## src/rtl/scarv_cop_palu_issue_pkg.sv

```systemverilog
// Shared definitions for the PALU issue block: instruction class codes, FSM encodings
// and the packed instruction-queue entry.
package scarv_cop_palu_issue_pkg;

   localparam logic [2:0] CLASS_PACKED_ARITH = 3'd1;
   localparam logic [2:0] CLASS_TWIDDLE      = 3'd2;
   localparam logic [2:0] CLASS_BITWISE      = 3'd4;
   localparam logic [2:0] CLASS_CMOV         = 3'd6;

   localparam logic [3:0] SUBCLASS_PADD      = 4'd0;
   localparam logic [3:0] SUBCLASS_PSUB      = 4'd1;
   localparam logic [3:0] SUBCLASS_PMUL      = 4'd3;
   localparam logic [3:0] SUBCLASS_CMOV_T    = 4'd0;

   localparam logic [2:0] PW_32              = 3'd0;
   localparam logic [2:0] PW_16              = 3'd1;

   localparam logic [1:0] ST_IDLE            = 2'd0;
   localparam logic [1:0] ST_EXEC            = 2'd1;
   localparam logic [1:0] ST_RESP            = 2'd2;

   // class + subclass + pw + imm + gpr_rs1 + four CPR indices
   localparam int ENTRY_W = 90;

   typedef struct packed {
      logic [2:0]  cls;
      logic [3:0]  subcls;
      logic [2:0]  pw;
      logic [31:0] imm;
      logic [31:0] gpr_rs1;
      logic [3:0]  crs1;
      logic [3:0]  crs2;
      logic [3:0]  crs3;
      logic [3:0]  crd;
   } entry_t;

endpackage

```

## src/rtl/scarv_cop_palu_issue_fifo.sv

```systemverilog
// Synchronous FIFO holding decoded instructions ahead of the issue register.
// DEPTH must be a power of two so the pointers wrap naturally.
module scarv_cop_palu_issue_fifo #(
   parameter int WIDTH = 90,
   parameter int DEPTH = 2
) (
   input  logic             g_clk,
   input  logic             g_reset,
   input  logic             i_push,
   input  logic [WIDTH-1:0] i_data,
   input  logic             i_pop,
   output logic [WIDTH-1:0] o_data,
   output logic             o_full,
   output logic             o_empty
);

   localparam int AW = $clog2(DEPTH);

   logic [WIDTH-1:0] r_mem [DEPTH];
   logic [AW-1:0]    r_wptr;
   logic [AW-1:0]    r_rptr;
   logic [AW:0]      r_count;
   logic             w_push;
   logic             w_pop;

   assign o_full  = (r_count == (AW+1)'(DEPTH));
   assign o_empty = (r_count == '0);
   assign w_pop   = i_pop && !o_empty;
   // A full queue may still take a push when the head leaves in the same cycle
   assign w_push  = i_push && (!o_full || w_pop);
   assign o_data  = r_mem[r_rptr];

   always_ff @(posedge g_clk) begin
      if (w_push) r_mem[r_wptr] <= i_data;
   end

   always_ff @(posedge g_clk or posedge g_reset) begin
      if (g_reset) begin
         r_wptr  <= '0;
         r_rptr  <= '0;
         r_count <= '0;
      end else begin
         if (w_push) r_wptr <= r_wptr + AW'(1);
         if (w_pop)  r_rptr <= r_rptr + AW'(1);
         case ({w_push, w_pop})
            2'b10:   r_count <= r_count + (AW+1)'(1);
            2'b01:   r_count <= r_count - (AW+1)'(1);
            default: r_count <= r_count;
         endcase
      end
   end

endmodule

```

## src/rtl/scarv_cop_palu_issue.sv

```systemverilog
// PALU issue stage: queues decoded XCR instructions, drives the PALU, commits its CPR
// writeback and returns one in-order response. Optional watchdog: SCARV_COP_PALU_ISSUE_WDOG_EN.
module scarv_cop_palu_issue
   import scarv_cop_palu_issue_pkg::*;
#(
   parameter int DEPTH       = 2,
   parameter int WDOG_CYCLES = 64
) (
   input  logic        g_clk,
   input  logic        g_reset,
   input  logic        id_valid,
   output logic        id_ready,
   input  logic [2:0]  id_class,
   input  logic [3:0]  id_subclass,
   input  logic [2:0]  id_pw,
   input  logic [31:0] id_imm,
   input  logic [31:0] id_gpr_rs1,
   input  logic [3:0]  id_crs1,
   input  logic [3:0]  id_crs2,
   input  logic [3:0]  id_crs3,
   input  logic [3:0]  id_crd,
   output logic [3:0]  cpr_rs1_addr,
   output logic [3:0]  cpr_rs2_addr,
   output logic [3:0]  cpr_rs3_addr,
   input  logic [31:0] cpr_rs1_rdata,
   input  logic [31:0] cpr_rs2_rdata,
   input  logic [31:0] cpr_rs3_rdata,
   output logic        palu_ivalid,
   input  logic        palu_idone,
   output logic [31:0] palu_gpr_rs1,
   output logic [31:0] palu_rs1,
   output logic [31:0] palu_rs2,
   output logic [31:0] palu_rs3,
   output logic [31:0] palu_imm,
   output logic [2:0]  palu_pw,
   output logic [2:0]  palu_class,
   output logic [3:0]  palu_subclass,
   input  logic [3:0]  palu_cpr_rd_ben,
   input  logic [31:0] palu_cpr_rd_wdata,
   output logic [3:0]  cpr_rd_addr,
   output logic [3:0]  cpr_rd_ben,
   output logic [31:0] cpr_rd_wdata,
   output logic        rsp_valid,
   output logic        rsp_error,
   input  logic        rsp_ready
);

   entry_t             w_in_entry;
   logic [ENTRY_W-1:0] w_fifo_out;
   logic               w_full;
   logic               w_empty;
   logic               w_pop;
   logic               w_exec;
   logic               w_commit;
   logic               w_timeout;
   logic [1:0]         w_state_nxt;
   logic [1:0]         r_state;
   entry_t             r_issue;

   always_comb begin
      w_in_entry         = '0;
      w_in_entry.cls     = id_class;
      w_in_entry.subcls  = id_subclass;
      w_in_entry.pw      = id_pw;
      w_in_entry.imm     = id_imm;
      w_in_entry.gpr_rs1 = id_gpr_rs1;
      w_in_entry.crs1    = id_crs1;
      w_in_entry.crs2    = id_crs2;
      w_in_entry.crs3    = id_crs3;
      w_in_entry.crd     = id_crd;
   end

   scarv_cop_palu_issue_fifo #(
      .WIDTH (ENTRY_W),
      .DEPTH (DEPTH)
   ) u_fifo (
      .g_clk   (g_clk),
      .g_reset (g_reset),
      .i_push  (id_valid && id_ready),
      .i_data  (w_in_entry),
      .i_pop   (w_pop),
      .o_data  (w_fifo_out),
      .o_full  (w_full),
      .o_empty (w_empty)
   );

   assign id_ready = !w_full;
   assign w_exec   = (r_state == ST_EXEC);
   assign w_commit = w_exec && palu_idone;

   always_comb begin
      w_state_nxt = r_state;
      w_pop       = 1'b0;
      case (r_state)
         ST_IDLE: if (!w_empty) begin
            w_pop       = 1'b1;
            w_state_nxt = ST_EXEC;
         end
         ST_EXEC: if (palu_idone || w_timeout) w_state_nxt = ST_RESP;
         ST_RESP: if (rsp_ready) begin
            w_pop       = !w_empty;
            w_state_nxt = w_empty ? ST_IDLE : ST_EXEC;
         end
         default: w_state_nxt = ST_IDLE;
      endcase
   end

   always_ff @(posedge g_clk or posedge g_reset) begin
      if (g_reset) begin
         r_state <= ST_IDLE;
         r_issue <= '0;
      end else begin
         r_state <= w_state_nxt;
         if (w_pop) r_issue <= entry_t'(w_fifo_out);
      end
   end

`ifdef SCARV_COP_PALU_ISSUE_WDOG_EN
   localparam int WW = $clog2(WDOG_CYCLES) + 1;

   logic [WW-1:0] r_wdog;
   logic          r_err;

   // idone in the terminal-count cycle takes priority over the abort
   assign w_timeout = w_exec && !palu_idone && (r_wdog == WW'(WDOG_CYCLES - 1));
   assign rsp_error = (r_state == ST_RESP) && r_err;

   always_ff @(posedge g_clk or posedge g_reset) begin
      if (g_reset) begin
         r_wdog <= '0;
         r_err  <= 1'b0;
      end else begin
         if (w_pop)       r_wdog <= '0;
         else if (w_exec) r_wdog <= r_wdog + 1'b1;
         if (w_pop)          r_err <= 1'b0;
         else if (w_timeout) r_err <= 1'b1;
      end
   end
`else
   logic w_unused_wdog;

   assign w_unused_wdog = WDOG_CYCLES[0];
   assign w_timeout     = 1'b0;
   assign rsp_error     = 1'b0;
`endif

   assign cpr_rs1_addr  = r_issue.crs1;
   assign cpr_rs2_addr  = r_issue.crs2;
   assign cpr_rs3_addr  = r_issue.crs3;

   assign palu_ivalid   = w_exec;
   assign palu_gpr_rs1  = r_issue.gpr_rs1;
   assign palu_imm      = r_issue.imm;
   assign palu_pw       = r_issue.pw;
   assign palu_class    = r_issue.cls;
   assign palu_subclass = r_issue.subcls;
   // Operands are re-read each EXEC cycle; nothing else writes the CPRs meanwhile
   assign palu_rs1      = w_exec ? cpr_rs1_rdata : 32'd0;
   assign palu_rs2      = w_exec ? cpr_rs2_rdata : 32'd0;
   assign palu_rs3      = w_exec ? cpr_rs3_rdata : 32'd0;

   assign cpr_rd_ben    = w_commit ? palu_cpr_rd_ben   : 4'd0;
   assign cpr_rd_addr   = w_commit ? r_issue.crd       : 4'd0;
   assign cpr_rd_wdata  = w_commit ? palu_cpr_rd_wdata : 32'd0;

   assign rsp_valid     = (r_state == ST_RESP);

endmodule

```

## config.mk

```make
export PLATFORM = sky130hd
export DESIGN_NAME = scarv_cop_palu_issue
export DESIGN_NICKNAME = d
export VERILOG_FILES = /design/src/rtl/scarv_cop_palu_issue_pkg.sv /design/src/rtl/scarv_cop_palu_issue_fifo.sv /design/src/rtl/scarv_cop_palu_issue.sv
export SDC_FILE = /design/constraint.sdc
export NUM_CORES = 1
export LEC_CHECK = 0
export BUFFER_PORTS_ARGS = -buffer_cell sky130_fd_sc_hd__buf_2
export CAP_MARGIN = 10
export CORE_AREA = 8 8 172 174
export CTS_CLUSTER_DIAMETER = 200
export DETAILED_ROUTE_END_ITERATION = 8
export DIE_AREA = 0 0 180 182
export PLACE_DENSITY = 0.76
export SETUP_SLACK_MARGIN = 0.5
export SLEW_MARGIN = 10
export SYNTH_ARGS = -nofsm -noshare
export SYNTH_HDL_FRONTEND = slang
export SYNTH_SLANG_ARGS = --single-unit
```

## constraint.sdc

```tcl
create_clock -name g_clk -period 9.32 [get_ports g_clk]
set_input_delay 0.932 -clock g_clk [delete_from_list [all_inputs] [get_ports g_clk]]
set_output_delay 0.932 -clock g_clk [all_outputs]
set_load 0.02 [all_outputs]
```

==> results.py, run 1 <==
metrics = {
    "floorplan": {
        "die_w_um": 180,
        "initial_core_util_pct": 43.9,
        "fp.coreArea_mm2": 0.0267,
        "die_h_um": 182,
        "die_area_mm2": 0.0328,
        "num_rows": 60,
        "ios": 453,
    },
    "worst_setup_path": {
        "r2r_slack_ns": 6.59,
        "worst-r2r-cell-count": 7,
        "path_class": "reg2out",
        "reg2reg_to": "u_fifo.r_count[1]",
        "reg2reg_from": "u_fifo.r_count[0]",
        "cp_data_arrival_time_ns": 2.60,
        "worstSetupStartpoint": "r_state[0]",
        "path_max_fanout": 129,
        "end_kind": "output pin",
        "startpoint_type": "register",
        "critical_path_required_ns": 8.39,
        "crit_end": "cpr_rd_ben[1]",
    },
    "logic_synthesis": {
        "ys_seq_area_share_pct": 66.8,
        "synth_top_area_share_pct": 46.2,
        "yosys.area.top_type": "edfxtp_1",
        "netlist_area_mm2": 0.0117,
        "ys_ff_latch": 276,
        "avgSynthCellArea_um2": 15.8,
        "synthCells": 739,
        "synthDistinctLibCells": 23,
        "synthTopCellsByArea": "edfxtp_1, dfrtp_1, mux2_2",
        "yosysWarnings": 0,
        "synth_fp_nets": 967,
    },
    "route": {
        "dr_wl_met3_um": 2750,
        "vias": 7328,
        "top_layer": "met5",
        "wl_per_cell_um": 25.7,
        "drt-met1-wl_um": 14400,
        "first_iter_violations": 444,
        "dr.pass1.iters": 5,
        "ant_nets": 0,
        "drc": 0,
        "wl_met2_um": 19400,
        "wl_um": 37900,
        "vias_per_cell": 4.97,
    },
    "sta": {
        "fmax_ghz": 0.283,
        "layout_min_cycle_time_ns": 3.53,
        "fin_ws_ns": 5.79,
        "rsz0062_at_grt": "no",
        "finalSetupViolations": 0,
        "max-slew-margin-rel_pct": 29.0,
        "worst_slew_pin_slew_ns": 1.06,
        "final.period_utilization_pct": 37.9,
        "whs_ns": 0.481,
        "skew_ns": 0.0176,
        "tns_ns": 0,
        "hold_viol": 0,
        "slew_violations": 0,
    },
    "cts": {
        "cts_buffers": 27,
        "cts_tree": "done",
        "clkSinkCount": 276,
        "cts_root_buffer": "clkbuf_16",
        "clk_pin_slew_ns": 0.06,
        "ctsResizeCount": 0,
        "cts_setup_buffers": 0,
        "cts_max_level": 1,
        "cts-hold-fix-buffers": 0,
        "cts_buffer_depth": 3,
        "insertion_delay_ns": 0.52,
    },
    "power_and_ir_drop": {
        "p_per_area_mw_per_mm2": 353,
        "p_leak_nw": 6.46,
        "peakVddDrop_mv": 0.228,
    },
    "global_route": {
        "grt_max_degree": 130,
        "antenna_found_initial": 23,
        "gr-usage-all-layers_pct": 22.0,
        "grt_pass1_wl_um": 53300,
        "grt-ovfl-total": 0,
        "grt_pass1_vias": 7612,
    },
    "finish": {
        "instances_no_fill": 1473,
        "final_nets": 1329,
        "area_delta_synth_final_pct": 23.8,
        "fin_area_mm2": 0.0145,
        "drive_above_1_share_pct": 56.0,
    },
    "placed_design": {
        "placement.io_buffers": 451,
        "gp_congestion": 0.956,
        "place_area_mm2": 0.0136,
        "hpwlAfterDp_um": 29200,
        "dp_cells": 1413,
        "preCtsSetupSlack_ns": 5.98,
    },
    "worst_hold_path": {
        "hold_class": "reg2reg",
    },
    "flow_run": {
        "drv_cap": 0,
    },
    "outcome": {
        "status": "finished, final reports clean",
    },
}
[state kept, by name (all words and copies together) (netlist names)]
| signal | count |
|---|---|
| palu_subclass | 4 |
| r_issue | 4 |
| palu_gpr_rs1 | 32 |
| palu_imm | 32 |
| u_fifo.r_rptr | 1 |
| r_state | 2 |
| cpr_rs3_addr | 4 |
| u_fifo.r_count | 2 |
| palu_pw | 3 |
| cpr_rs2_addr | 4 |
| u_fifo.r_mem | 180 |
| cpr_rs1_addr | 4 |
| palu_class | 3 |
| u_fifo.r_wptr | 1 |
[worst max-delay path, cell delays in order, from the launching register on]
cell	delay (ns)
dfrtp_1	0.42
nor2b_4	0.34
buf_4	0.76
and3_1	0.31
buf_2	0.19
[cell type report]
| type | instances | area [µm²] |
|---|---|---|
| clock buffer | 37 | 753 |
| inverter | 3 | 13.8 |
| sequential | 276 | 7810 |
| clock inverter | 12 | 91.3 |
| antenna | 11 | 27.5 |
| multi-input combinational | 334 | 3030 |
| timing repair buffer | 459 | 2320 |
| tap | 341 | 427 |
| fill | 2247 | 12200 |
[synth_stat cells]
master / count
xor2_1: 2
clkbuf_1: 22
a22o_1: 1
a21o_1: 1
a211oi_2: 1
buf_6: 7
edfxtp_1: 180
mux2_1: 55
buf_4: 88
ha_1: 1
conb_1: 1
dfrtp_1: 96
nor2_1: 3
nor2b_1: 2
nand2_1: 1
mux2_2: 125
nand2b_1: 1
buf_2: 8
and2_1: 96
xnor2_1: 3
inv_1: 3
and3_1: 41
buf_1: 1
[cells by family (layout without fill, tap and decap cells)]
kind of cell / Yosys count / count (layout) / synth area share [%]
simple gates: 144 / 144 / 7.62
flops: 276 / 276 / 66.8
compound gates: 3 / 3 / 0.246
other cells: 1 / 12 / 0.0321
mux: 180 / 180 / 17.3
xor+xnor: 5 / 5 / 0.375
fa+ha+maj: 1 / 1 / 0.107
buf+inv: 129 / 511 / 7.50
[worst min path at each step]
stage	slack (ns)	end	cells past startpoint	startpoint
floorplan	0.45	r_issue[0]	1	r_issue[0]
global placement	0.47	palu_gpr_rs1[18]	1	palu_gpr_rs1[18]
detailed placement	0.47	palu_imm[23]	1	palu_imm[23]
global route	0.49	cpr_rs2_addr[2]	1	cpr_rs2_addr[2]
finish	0.48	palu_gpr_rs1[16]	1	palu_gpr_rs1[16]
CTS	0.48	palu_imm[23]	1	palu_imm[23]
[per-layer routing]
| metal | up-vias | global-route usage, % |
|---|---|---|
| li1 | 3274 | - |
| met1 | 3651 | 25.7 |
| met2 | 325 | 38.4 |
| met3 | 66 | 5.87 |
| met4 | 12 | 8.67 |
| met5 | - | 0 |
[layout by cell type, fill, tap and decap left out]
| cell type | Yosys | routed |
|---|---|---|
| xnor2_1 | 3 | 3 |
| nor2_1 | 3 | 2 |
| clkbuf_8 | 0 | 4 |
| and3_1 | 41 | 40 |
| edfxtp_1 | 180 | 180 |
| nor2b_1 | 2 | 1 |
| clkinv_4 | 0 | 1 |
| bufinv_16 | 0 | 1 |
| nor2_4 | 0 | 1 |
| ha_1 | 1 | 1 |
| mux2_2 | 125 | 125 |
| inv_4 | 0 | 1 |
| diode_2 | 0 | 11 |
| dfrtp_4 | 0 | 1 |
| nor2b_4 | 0 | 1 |
| a22o_1 | 1 | 1 |
| clkinv_1 | 0 | 5 |
| buf_2 | 8 | 451 |
| mux2_1 | 55 | 55 |
| clkinv_2 | 0 | 2 |
| and3_4 | 0 | 1 |
| dfrtp_1 | 96 | 95 |
| xor2_1 | 2 | 2 |
| a211oi_4 | 0 | 1 |
| a21o_1 | 1 | 1 |
| nand2b_1 | 1 | 1 |
| clkbuf_1 | 22 | 6 |
| nand2_1 | 1 | 1 |
| inv_6 | 0 | 1 |
| clkinvlp_4 | 0 | 2 |
| inv_1 | 3 | 2 |
| buf_4 | 88 | 8 |
| clkbuf_16 | 0 | 27 |
| conb_1 | 1 | 1 |
| and2_1 | 96 | 96 |
[report_power, final]
| group | switching (mW) | internal, mW | leakage (nW) |
|---|---|---|---|
| Sequential | 0.195 | 1.75 | 2.80 |
| Combinational | 1.30 | 0.842 | 3.26 |
| Clock | 0.431 | 0.592 | 0.407 |
[metrics by stage]
| step | utilization (%) | power [mW] |
|---|---|---|
| final | 54.3 | 5.11 |
| after global routing | 54.3 | 5.35 |
| after CTS | 54.2 | 5.18 |
| after detailed placement | 51.0 | 4.13 |
| after global placement | 51.0 | 4.09 |
| after floorplan | - | 3.65 |
No activity file was read; power rests on OpenSTA's default activity.
==> run 2: changes to the inputs <==
Settings changed: CORE_AREA 8 8 172 174 to 8 8 198 153, DIE_AREA 0 0 180 182 to 0 0 206 161, PLACE_DENSITY 0.76 to 0.78.
Clock period 9.32 ns to 2.85 ns, I/O delays scaled along.
==> results.py, run 2 (synthesis gave the netlist of run 1 again) <==
metrics = {
    "sta": {
        "max-slew-margin-rel_pct": 50.1,
        "final.period_utilization_pct": 80.5,
        "skew_ns": 0.0469,
        "finalSetupViolations": 0,
        "slew_violations": 0,
        "whs_ns": 0.0848,
        "hold_viol": 0,
        "tns_ns": 0,
        "rsz0062_at_grt": "yes",
        "fmax_ghz": 0.436,
        "worst_slew_pin_slew_ns": 0.748,
        "layout_min_cycle_time_ns": 2.29,
    },
    "cts": {
        "cts_root_buffer": "clkbuf_16",
        "cts_tree": "done",
        "clkSinkCount": 276,
        "insertion_delay_ns": 0.57,
        "clk_pin_slew_ns": 0.06,
        "cts_max_level": 1,
        "cts_buffers": 28,
        "cts_buffer_depth": 3,
    },
    "finish": {
        "largest_reg_flops": 180,
        "layout_commonest_cell": "buf_2",
        "area_delta_synth_final_pct": 34.4,
        "fin_area_mm2": 0.0157,
        "final_nets": 1427,
        "drive_above_1_share_pct": 53.1,
        "n_fill_cell": 2154,
        "layout_common_cells": "buf_2, edfxtp_1, mux2_2",
        "largest-register": "u_fifo.r_mem",
    },
    "floorplan": {
        "die_w_um": 206,
        "fp.coreArea_mm2": 0.0273,
        "die_area_mm2": 0.0332,
        "die_h_um": 161,
        "initial_core_util_pct": 42.8,
        "num_rows": 53,
        "ios": 453,
    },
    "worst_setup_path": {
        "slowest_delay_ns": 0.44,
        "slowest_stage": "dfrtp_1",
        "end_kind": "output pin",
        "path_class": "reg2out",
        "reg2reg_to": "palu_gpr_rs1[21]",
        "worst-r2r-cell-count": 3,
        "startpoint_type": "register",
        "path_max_fanout": 35,
        "cp_data_arrival_time_ns": 2.01,
        "reg2reg_from": "u_fifo.r_rptr",
        "critical_path_required_ns": 2.57,
        "r2r_slack_ns": 0.66,
        "cp_cell_sequence": "nor2b_4, buf_4, clkbuf_16, and2_1, buf_2",
    },
    "power_and_ir_drop": {
        "p_total_mw": 17.6,
        "p_per_area_mw_per_mm2": 1120,
        "p_leak_nw": 6.96,
        "peakVddDrop_mv": 0.778,
    },
    "global_route": {
        "grt_max_degree": 71,
        "antenna_found_initial": 17,
        "grt-ovfl-total": 0,
        "grt_pass1_wl_um": 55800,
        "gr-usage-all-layers_pct": 22.7,
        "grt_pass1_vias": 8432,
    },
    "outcome": {
        "status": "finished, final reports clean",
    },
    "worst_hold_path": {
        "hold_path_startpoint": "id_valid",
        "worstHoldEndpoint": "u_fifo.r_wptr",
        "hold_class": "in2reg",
        "hold_path_depth": 3,
    },
    "route": {
        "vias": 7720,
        "vias_per_cell": 4.86,
        "wl_um": 39900,
        "ant_nets": 0,
        "first_iter_violations": 489,
        "dr.pass1.iters": 4,
        "wl_per_cell_um": 25.2,
        "drc": 0,
    },
    "flow_run": {
        "drv_cap": 0,
    },
    "placed_design": {
        "place_area_mm2": 0.0138,
        "placement.io_buffers": 451,
        "hpwlAfterDp_um": 28900,
        "gp_congestion": 0.918,
    },
}
-- run 2: cell count changes in the layout (fill, tap and decap cells not counted), sizes merged --
cell / previous run / this run
buf: 459 / 463
bufbuf: 0 / 1
bufinv: 1 / 2
clkbuf: 37 / 36
clkinv: 8 / 6
clkinvlp: 2 / 10
diode: 11 / 9
dlygate4sd3: 0 / 91
inv: 4 / 2
-- run 2: cell type report --
| type | count | area, µm² | share of cell area (%) |
|---|---|---|---|
| sequential | 276 | 7810 | 49.7 |
| timing repair buffer | 556 | 3420 | 21.7 |
| multi-input combinational | 334 | 3050 | 19.4 |
| clock buffer | 35 | 767 | 4.88 |
| tap | 357 | 447 | 2.84 |
| clock inverter | 17 | 186 | 1.19 |
| antenna | 9 | 22.5 | 0.143 |
| inverter | 3 | 15.0 | 0.0955 |
-- run 2: timing repair --
item | CTS | global route
pin swaps | 0 | 0
cloned | 1 | 1
setup buffers | 0 | 1
hold buffers | 91 | 0
setup endpoints to repair | 12 | 15
resized for setup | 0 | 1
endpoints found under the hold margin | 207 | 0
-- run 2: through the flow --
| stage | instances | setup slack (ns) | utilization, % |
|---|---|---|---|
| after floorplan | 739 | 0.434 | - |
| after global placement | 1432 | 0.788 | 50.4 |
| after detailed placement | 1432 | 0.767 | 50.4 |
| after CTS | 1576 | 0.507 | 57.3 |
| after global routing | 1582 | 0.472 | 57.5 |
| final | 1587 | 0.557 | 57.5 |
-- run 2: worst max path at each step --
stage / startpoint / endpoint / slack [ns]
after floorplan: u_fifo.r_count[0] / u_fifo.r_mem[0][0] / 0.43
after global placement: u_fifo.r_rptr / palu_gpr_rs1[2] / 0.79
after detailed placement: u_fifo.r_rptr / palu_gpr_rs1[25] / 0.77
after CTS: r_state[1] / cpr_rd_wdata[9] / 0.51
after global routing: r_state[1] / palu_rs2[11] / 0.47
final: r_state[1] / palu_rs2[6] / 0.56
-- run 2: layer usage --
| layer | share of wire (%) | GRT usage [%] | routed length [µm] | vias to the layer above |
|---|---|---|---|---|
| li1 | - | - | - | 3478 |
| met1 | 35 | 24.1 | 13900 | 3794 |
| met2 | 51 | 40.1 | 20400 | 349 |
| met3 | 11 | 9.41 | 4260 | 85 |
| met4 | 3.2 | 7.50 | 1300 | 14 |
| met5 | 0.21 | 0 | 85 | - |
-- run 2: worst max-delay path, delay by kind of cell, from the launching register on --
kind / cells / cell delay [ns]
buffers and inverters: 3 / 0.57
flip-flops: 1 / 0.44
AND/OR/NAND/NOR: 2 / 0.42
-- run 2: power breakdown --
group	switching (mW)	internal [mW]	leakage (nW)
logic	4.34	3.09	3.72
clock network	1.57	2.11	0.438
registers	0.727	5.72	2.80
total	6.64	10.9	6.96
